### src/rtl/fifo_param_if.sv
// Producer/consumer bundle for fifo_param: requests and data in, flags and pulses out.
// Latency: n/a (wiring only). Backpressure: reported through full/wr_err and empty/rd_err.
// The master modport is the client side; the FIFO uses the slave modport.
interface fifo_param_if #(
    parameter int DATA_WIDTH = 32,
    parameter int ADDR_WIDTH = 3
);
    logic                  wr_en;
    logic                  rd_en;
    logic [DATA_WIDTH-1:0] d_in;
    logic [DATA_WIDTH-1:0] d_out;
    logic                  full;
    logic                  empty;
    logic                  almost_full;
    logic                  almost_empty;
    logic                  wr_ack;
    logic                  wr_err;
    logic                  rd_ack;
    logic                  rd_err;
    logic [ADDR_WIDTH:0]   data_count;
    logic [2:0]            state;

    modport master (
        output wr_en, rd_en, d_in,
        input  d_out, full, empty, almost_full, almost_empty,
        input  wr_ack, wr_err, rd_ack, rd_err, data_count, state
    );

    modport slave (
        input  wr_en, rd_en, d_in,
        output d_out, full, empty, almost_full, almost_empty,
        output wr_ack, wr_err, rd_ack, rd_err, data_count, state
    );
endinterface

### src/rtl/fifo_param.sv
// Parametrised synchronous FIFO with per-operation ack/err pulses and threshold flags.
// Latency: write visible to a read one edge later; d_out and acks registered, valid after the edge.
// Backpressure: writes when full and reads when empty are rejected with an err pulse, state untouched.
module fifo_param #(
    parameter int DATA_WIDTH = 32,
    parameter int ADDR_WIDTH = 3,
    parameter int AF_THRESH  = 6,
    parameter int AE_THRESH  = 2
) (
    input  logic          clk,
    input  logic          reset,
    fifo_param_if.slave   bus
);
    localparam int                  DEPTH   = 2 ** ADDR_WIDTH;
    localparam logic [ADDR_WIDTH:0] DEPTH_C = {1'b1, {ADDR_WIDTH{1'b0}}};
    localparam logic [ADDR_WIDTH:0] AF_C    = AF_THRESH[ADDR_WIDTH:0];
    localparam logic [ADDR_WIDTH:0] AE_C    = AE_THRESH[ADDR_WIDTH:0];
    localparam logic [ADDR_WIDTH:0] CNT_ONE = {{ADDR_WIDTH{1'b0}}, 1'b1};
    localparam logic [ADDR_WIDTH-1:0] PTR_ONE = {{(ADDR_WIDTH-1){1'b0}}, 1'b1};

    typedef enum logic [2:0] {
        INIT   = 3'b000,
        WRITE  = 3'b001,
        WR_ERR = 3'b010,
        NO_OP  = 3'b011,
        READ   = 3'b100,
        RD_ERR = 3'b101,
        RDWR   = 3'b110
    } state_t;

    logic [DATA_WIDTH-1:0] mem [DEPTH];
    logic [ADDR_WIDTH-1:0] wr_ptr;
    logic [ADDR_WIDTH-1:0] rd_ptr;
    logic [ADDR_WIDTH:0]   count;
    logic [DATA_WIDTH-1:0] d_out_q;
    logic                  wr_ack_q;
    logic                  wr_err_q;
    logic                  rd_ack_q;
    logic                  rd_err_q;
    state_t                state_q;

    logic can_wr;
    logic can_rd;
    logic do_wr;
    logic do_rd;

    // Acceptance depends only on the pre-edge count, so a simultaneous read
    // never frees space for a write and a write never feeds a read (no bypass).
    assign can_wr = (count != DEPTH_C);
    assign can_rd = (count != '0);
    assign do_wr  = bus.wr_en && can_wr;
    assign do_rd  = bus.rd_en && can_rd;

    always_ff @(posedge clk or posedge reset) begin
        if (reset) begin
            state_q  <= INIT;
            wr_ptr   <= '0;
            rd_ptr   <= '0;
            count    <= '0;
            d_out_q  <= '0;
            wr_ack_q <= 1'b0;
            wr_err_q <= 1'b0;
            rd_ack_q <= 1'b0;
            rd_err_q <= 1'b0;
        end else begin
            wr_ack_q <= do_wr;
            wr_err_q <= bus.wr_en && !can_wr;
            rd_ack_q <= do_rd;
            rd_err_q <= bus.rd_en && !can_rd;

            if (do_wr) begin
                wr_ptr <= wr_ptr + PTR_ONE;
            end
            if (do_rd) begin
                rd_ptr  <= rd_ptr + PTR_ONE;
                d_out_q <= mem[rd_ptr];
            end

            unique case ({do_wr, do_rd})
                2'b10:   count <= count + CNT_ONE;
                2'b01:   count <= count - CNT_ONE;
                default: count <= count;
            endcase

            // Next state never looks at the current state, so an illegal
            // encoding simply falls through to the normal decode.
            unique case ({bus.wr_en, bus.rd_en})
                2'b00:   state_q <= NO_OP;
                2'b10:   state_q <= can_wr ? WRITE : WR_ERR;
                2'b01:   state_q <= can_rd ? READ : RD_ERR;
                default: state_q <= !can_rd ? WRITE : (!can_wr ? READ : RDWR);
            endcase
        end
    end

    // Storage is deliberately not reset; writes during reset are dropped.
    always_ff @(posedge clk) begin
        if (do_wr && !reset) begin
            mem[wr_ptr] <= bus.d_in;
        end
    end

    assign bus.d_out        = d_out_q;
    assign bus.data_count   = count;
    assign bus.state        = state_q;
    assign bus.full         = (count == DEPTH_C);
    assign bus.empty        = (count == '0);
    assign bus.almost_full  = (count >= AF_C);
    assign bus.almost_empty = (count <= AE_C);
    assign bus.wr_ack       = wr_ack_q;
    assign bus.wr_err       = wr_err_q;
    assign bus.rd_ack       = rd_ack_q;
    assign bus.rd_err       = rd_err_q;
endmodule

### src/flat_wrapper.sv
// flat-port wrapper written by rule: the top's interface ports become plain ports
module fifo_param_flat 
#(
    parameter int DATA_WIDTH = 32,
    parameter int ADDR_WIDTH = 3,
    parameter int AF_THRESH  = 6,
    parameter int AE_THRESH  = 2
)
  (clk, reset, bus_wr_en, bus_rd_en, bus_d_in, bus_d_out, bus_full, bus_empty, bus_almost_full, bus_almost_empty, bus_wr_ack, bus_wr_err, bus_rd_ack, bus_rd_err, bus_data_count, bus_state);
  fifo_param_if #(.DATA_WIDTH(DATA_WIDTH), .ADDR_WIDTH(ADDR_WIDTH)) bus_i ();
  input  logic clk;
  input  logic reset;
  input wire logic [$bits(bus_i.wr_en)-1:0] bus_wr_en;
  input wire logic [$bits(bus_i.rd_en)-1:0] bus_rd_en;
  input wire logic [$bits(bus_i.d_in)-1:0] bus_d_in;
  output wire logic [$bits(bus_i.d_out)-1:0] bus_d_out;
  output wire logic [$bits(bus_i.full)-1:0] bus_full;
  output wire logic [$bits(bus_i.empty)-1:0] bus_empty;
  output wire logic [$bits(bus_i.almost_full)-1:0] bus_almost_full;
  output wire logic [$bits(bus_i.almost_empty)-1:0] bus_almost_empty;
  output wire logic [$bits(bus_i.wr_ack)-1:0] bus_wr_ack;
  output wire logic [$bits(bus_i.wr_err)-1:0] bus_wr_err;
  output wire logic [$bits(bus_i.rd_ack)-1:0] bus_rd_ack;
  output wire logic [$bits(bus_i.rd_err)-1:0] bus_rd_err;
  output wire logic [$bits(bus_i.data_count)-1:0] bus_data_count;
  output wire logic [$bits(bus_i.state)-1:0] bus_state;
  assign bus_i.wr_en = bus_wr_en;
  assign bus_i.rd_en = bus_rd_en;
  assign bus_i.d_in = bus_d_in;
  assign bus_d_out = bus_i.d_out;
  assign bus_full = bus_i.full;
  assign bus_empty = bus_i.empty;
  assign bus_almost_full = bus_i.almost_full;
  assign bus_almost_empty = bus_i.almost_empty;
  assign bus_wr_ack = bus_i.wr_ack;
  assign bus_wr_err = bus_i.wr_err;
  assign bus_rd_ack = bus_i.rd_ack;
  assign bus_rd_err = bus_i.rd_err;
  assign bus_data_count = bus_i.data_count;
  assign bus_state = bus_i.state;
  fifo_param #(.DATA_WIDTH(DATA_WIDTH), .ADDR_WIDTH(ADDR_WIDTH), .AF_THRESH(AF_THRESH), .AE_THRESH(AE_THRESH)) u_core (.clk(clk), .reset(reset), .bus(bus_i));
endmodule
### config.mk
export PLATFORM = sky130hd
export DESIGN_NAME = fifo_param_flat
export DESIGN_NICKNAME = d
export VERILOG_FILES = /design/src/rtl/fifo_param_if.sv /design/src/rtl/fifo_param.sv /design/src/flat_wrapper.sv
export SDC_FILE = /design/constraint.sdc
export NUM_CORES = 1
export LEC_CHECK = 0
export ABC_AREA = 1
export CAP_MARGIN = 20
export CORE_UTILIZATION = 45
export DETAILED_ROUTE_END_ITERATION = 6
export GPL_ROUTABILITY_DRIVEN = 0
export PLACE_DENSITY = 0.61
export SLEW_MARGIN = 0
export SYNTH_ARGS = -nofsm -noshare
export SYNTH_HDL_FRONTEND = slang
export SYNTH_SLANG_ARGS = --single-unit
### constraint.sdc
create_clock -name clk -period 7.1 [get_ports clk]
set_clock_uncertainty 0.2 [all_clocks]
set_input_delay 0.71 -clock clk [delete_from_list [all_inputs] [get_ports clk]]
set_output_delay 0.71 -clock clk [all_outputs]
set_load 0.01 [all_outputs]
==> flow_summary.yaml <==
synthesis:
  ys.flop_type: "edfxtp_1"
  ys_types: 24
  synth.area.top_cells: "edfxtp_1, dfrtp_1, nor2_1"
  async_flop_share_pct: 16.1
  syn_area_per_cell_um2: 12.2
  yosysMostFrequentCell: "edfxtp_1"
  synth_top_cell_by_area: "edfxtp_1"
  yosysSeqAreaShare_pct: 73.6
  synth-edff-count: 256
  ys_top_cells_by_count: "edfxtp_1, nor2_1, nand2_1"
  synthesis.area_um2: 12100
  syn_inst: 991
  ys_ff_latch: 305
  syn_nets: 1032
  synth_top_area_share_pct: 63.5
  yosysWarnings: 0
cells_and_area:
  areaGrowthSynthToFinish_pct: 17.8
  layout.nets: 1105
  diodes: 0
  multi_input_area_um2: 2730
  drive_above_1_share_pct: 7.53
  register_area_um2: 8920
  fill_cells: 2180
floorplanning:
  die_y_um: 166
  io_pins: 83
  dieArea_um2: 27600
  core_um2: 26200
  die_w_um: 166
  initial_core_util_pct: 46.2
  fp-row-count: 59
worst_hold_path:
  hold_depth: 2
  whs_endpoint: "u_core.bus.d_out[17]"
  min_from: "u_core.bus.d_out[17]"
  min_path_type: "reg2reg"
route:
  drt-wirelength-per-cell_um: 18.1
  drcViolationCount: 9
  drt-pass1-iter-count: 7
  drt_wl_total_um: 25800
  drt_iter0_drc: 593
  num_vias: 7446
  vias_per_cell: 5.23
  drtAntennaViolNets: 0
timing:
  hold_viol: 0
  rsz0062_at_grt: "no"
  slew_violations: 0
  period_share_pct: 46.0
  setup_ws_ps: 3830
  setup_viol: 0
  fin_setup_tns_ps: 0
  slew_headroom_pct: 28.0
  fmax_mhz: 306
  max_slew.worst_pin.slew_ps: 1080
  period_minus_slack_ps: 3270
cts:
  cts_made_buffers: 31
  cts_setup_buffers: 0
  htree_levels: 1
  path_clk_slew_ps: 60
  numClockSinks: 305
  root_buffer: "clkbuf_16"
  clk_latency_ps: 560
  cts_resized: 0
  ctsHoldBuffers: 0
  cts_max_path_buffers: 3
  cts_tree: "built"
critical_path:
  cp-end-kind: "flop"
  rr_startpoint: "u_core.bus.data_count[1]"
  crit_path_cell_trace: "clkdlybuf4s50_1, inv_2, buf_4, nand3_1, nor2_4, buf_4"
  slowest_delay_ps: 630
  cp_top_family: "buffers and inverters"
  crit_fanout: 51
  ff2ff_path_depth: 12
  criticalPathCategory: "in2reg"
  worst_setup_path_start_kind: "input pin"
  reg2reg_to: "u_core.bus.data_count[2]"
  cp.required_ps: 7130
  cpMaxStageDelayCell: "nor2_4"
  crit_buf_inv: 4
  cp_data_arrival_time_ps: 3300
  r2r_setup_slack_ps: 4110
  cpMostUsedCell: "buf_4"
global_routing:
  grt_pass1_vias: 7391
  grt_pass1_wl_um: 40700
  grt.total_usage_pct: 18.8
  grt_remaining_overflow: 0
  grt_max_degree: 98
  antenna_found_initial: 0
pwr:
  p_leak_nw: 5.20
  power_mw: 5.68
  cellPowerDensity_nw_per_um2: 398
  ir_drop_v: 0.000218
place:
  place_ws_ps: 3090
  io_buffers: 82
  dp_hpwl_um: 13600
status:
  status: "finished, violations left"
  violations: "DRC"
run:
  cap_violations: 0
==> cell families after synthesis <==
family	share of synthesized area (%)
buffers and inverters	4.35
and+or+nand+nor	14.7
DFF	73.6
xor gates and xnor gates	0.506
AOI/OAI and AO/OA	6.30
adders and majority gates	0.517
==> worst max-delay path by stage <==
stage	startpoint	end	cells past startpoint
detailed placement	reset	u_core.mem[5][29]	5
global placement	reset	u_core.mem[7][25]	5
floorplan	reset	u_core.mem[0][0]	3
CTS	reset	u_core.mem[5][16]	5
finish	reset	u_core.mem[4][14]	6
global route	reset	u_core.mem[4][19]	6
==> final cells by class <==
class	instances	share of cell area, %
flip-flops and latches	305	62.5
multi-input cells	580	19.1
repair buffers	95	7.13
clock buffers	43	6.18
well taps	335	2.94
inverters	51	1.38
clock inverters	15	0.702
==> per-layer routing <==
metal / GRT usage [%] / share of wire [%] / wire length, µm / up-vias
met1: 25.3 / 46 / 11800 / 3648
met4: 3.86 / 1.7 / 431 / 0
met5: 0 / 0 / 0 / -
met2: 32.7 / 48 / 12400 / 166
li1: - / - / - / 3600
met3: 2.69 / 4.3 / 1100 / 32
==> worst min-delay path: stages (launching register included) <==
cell and delay [ps]:
dfrtp_1 340, nand2_1 50, nand2_1 50
==> layout by cell type, fill, tap and decap left out, types with 2 or more instances in the layout <==
cell,count
nor2_1,192
clkinv_1,8
inv_4,2
nand2_1,119
nor2_4,8
o21ai_0,81
o211ai_1,32
buf_12,3
clkdlybuf4s50_1,82
nand3_1,102
clkbuf_1,6
edfxtp_1,256
buf_16,3
clkinv_2,4
inv_2,3
nand2_2,2
o21ai_1,21
dfrtp_1,48
clkbuf_8,6
nor2_2,8
inv_1,46
clkbuf_16,31
xor2_1,5
ha_1,5
buf_4,7
xnor2_1,2
==> power breakdown <==
part           leakage, nW  internal (mW)  switching, mW
sequential            2.90           2.19          0.183
clock                0.485          0.898          0.652
combinational         1.81          0.668           1.08
total                 5.20           3.76           1.92
==> registers in the layout (all words and copies together) (netlist names) <==
register and flops:
u_core.bus.state 3, u_core.bus.data_count 4, u_core.bus.wr_ack 1, u_core.bus.rd_ack 1
u_core.bus.d_out 32, u_core.mem 256, u_core.bus.wr_err 1, u_core.rd_ptr 3
u_core.bus.rd_err 1, u_core.wr_ptr 3
==> per-stage QoR <==
| step | hold WS [ps] | area [µm²] | util (%) | cells |
|---|---|---|---|---|
| 3_5_place_dp | 266 | 13200 | 50.4 | 1363 |
| 3_3_place_gp | 265 | 13100 | 50.1 | 1360 |
| 4_1_cts | 283 | 14200 | 54.1 | 1421 |
| 5_1_grt | 306 | 14300 | 54.4 | 1424 |
| 2_1_floorplan | 316 | 12100 | - | 991 |
| 6_report | 280 | 14300 | 54.4 | 1424 |
Power figures use the tool's default switching activity.
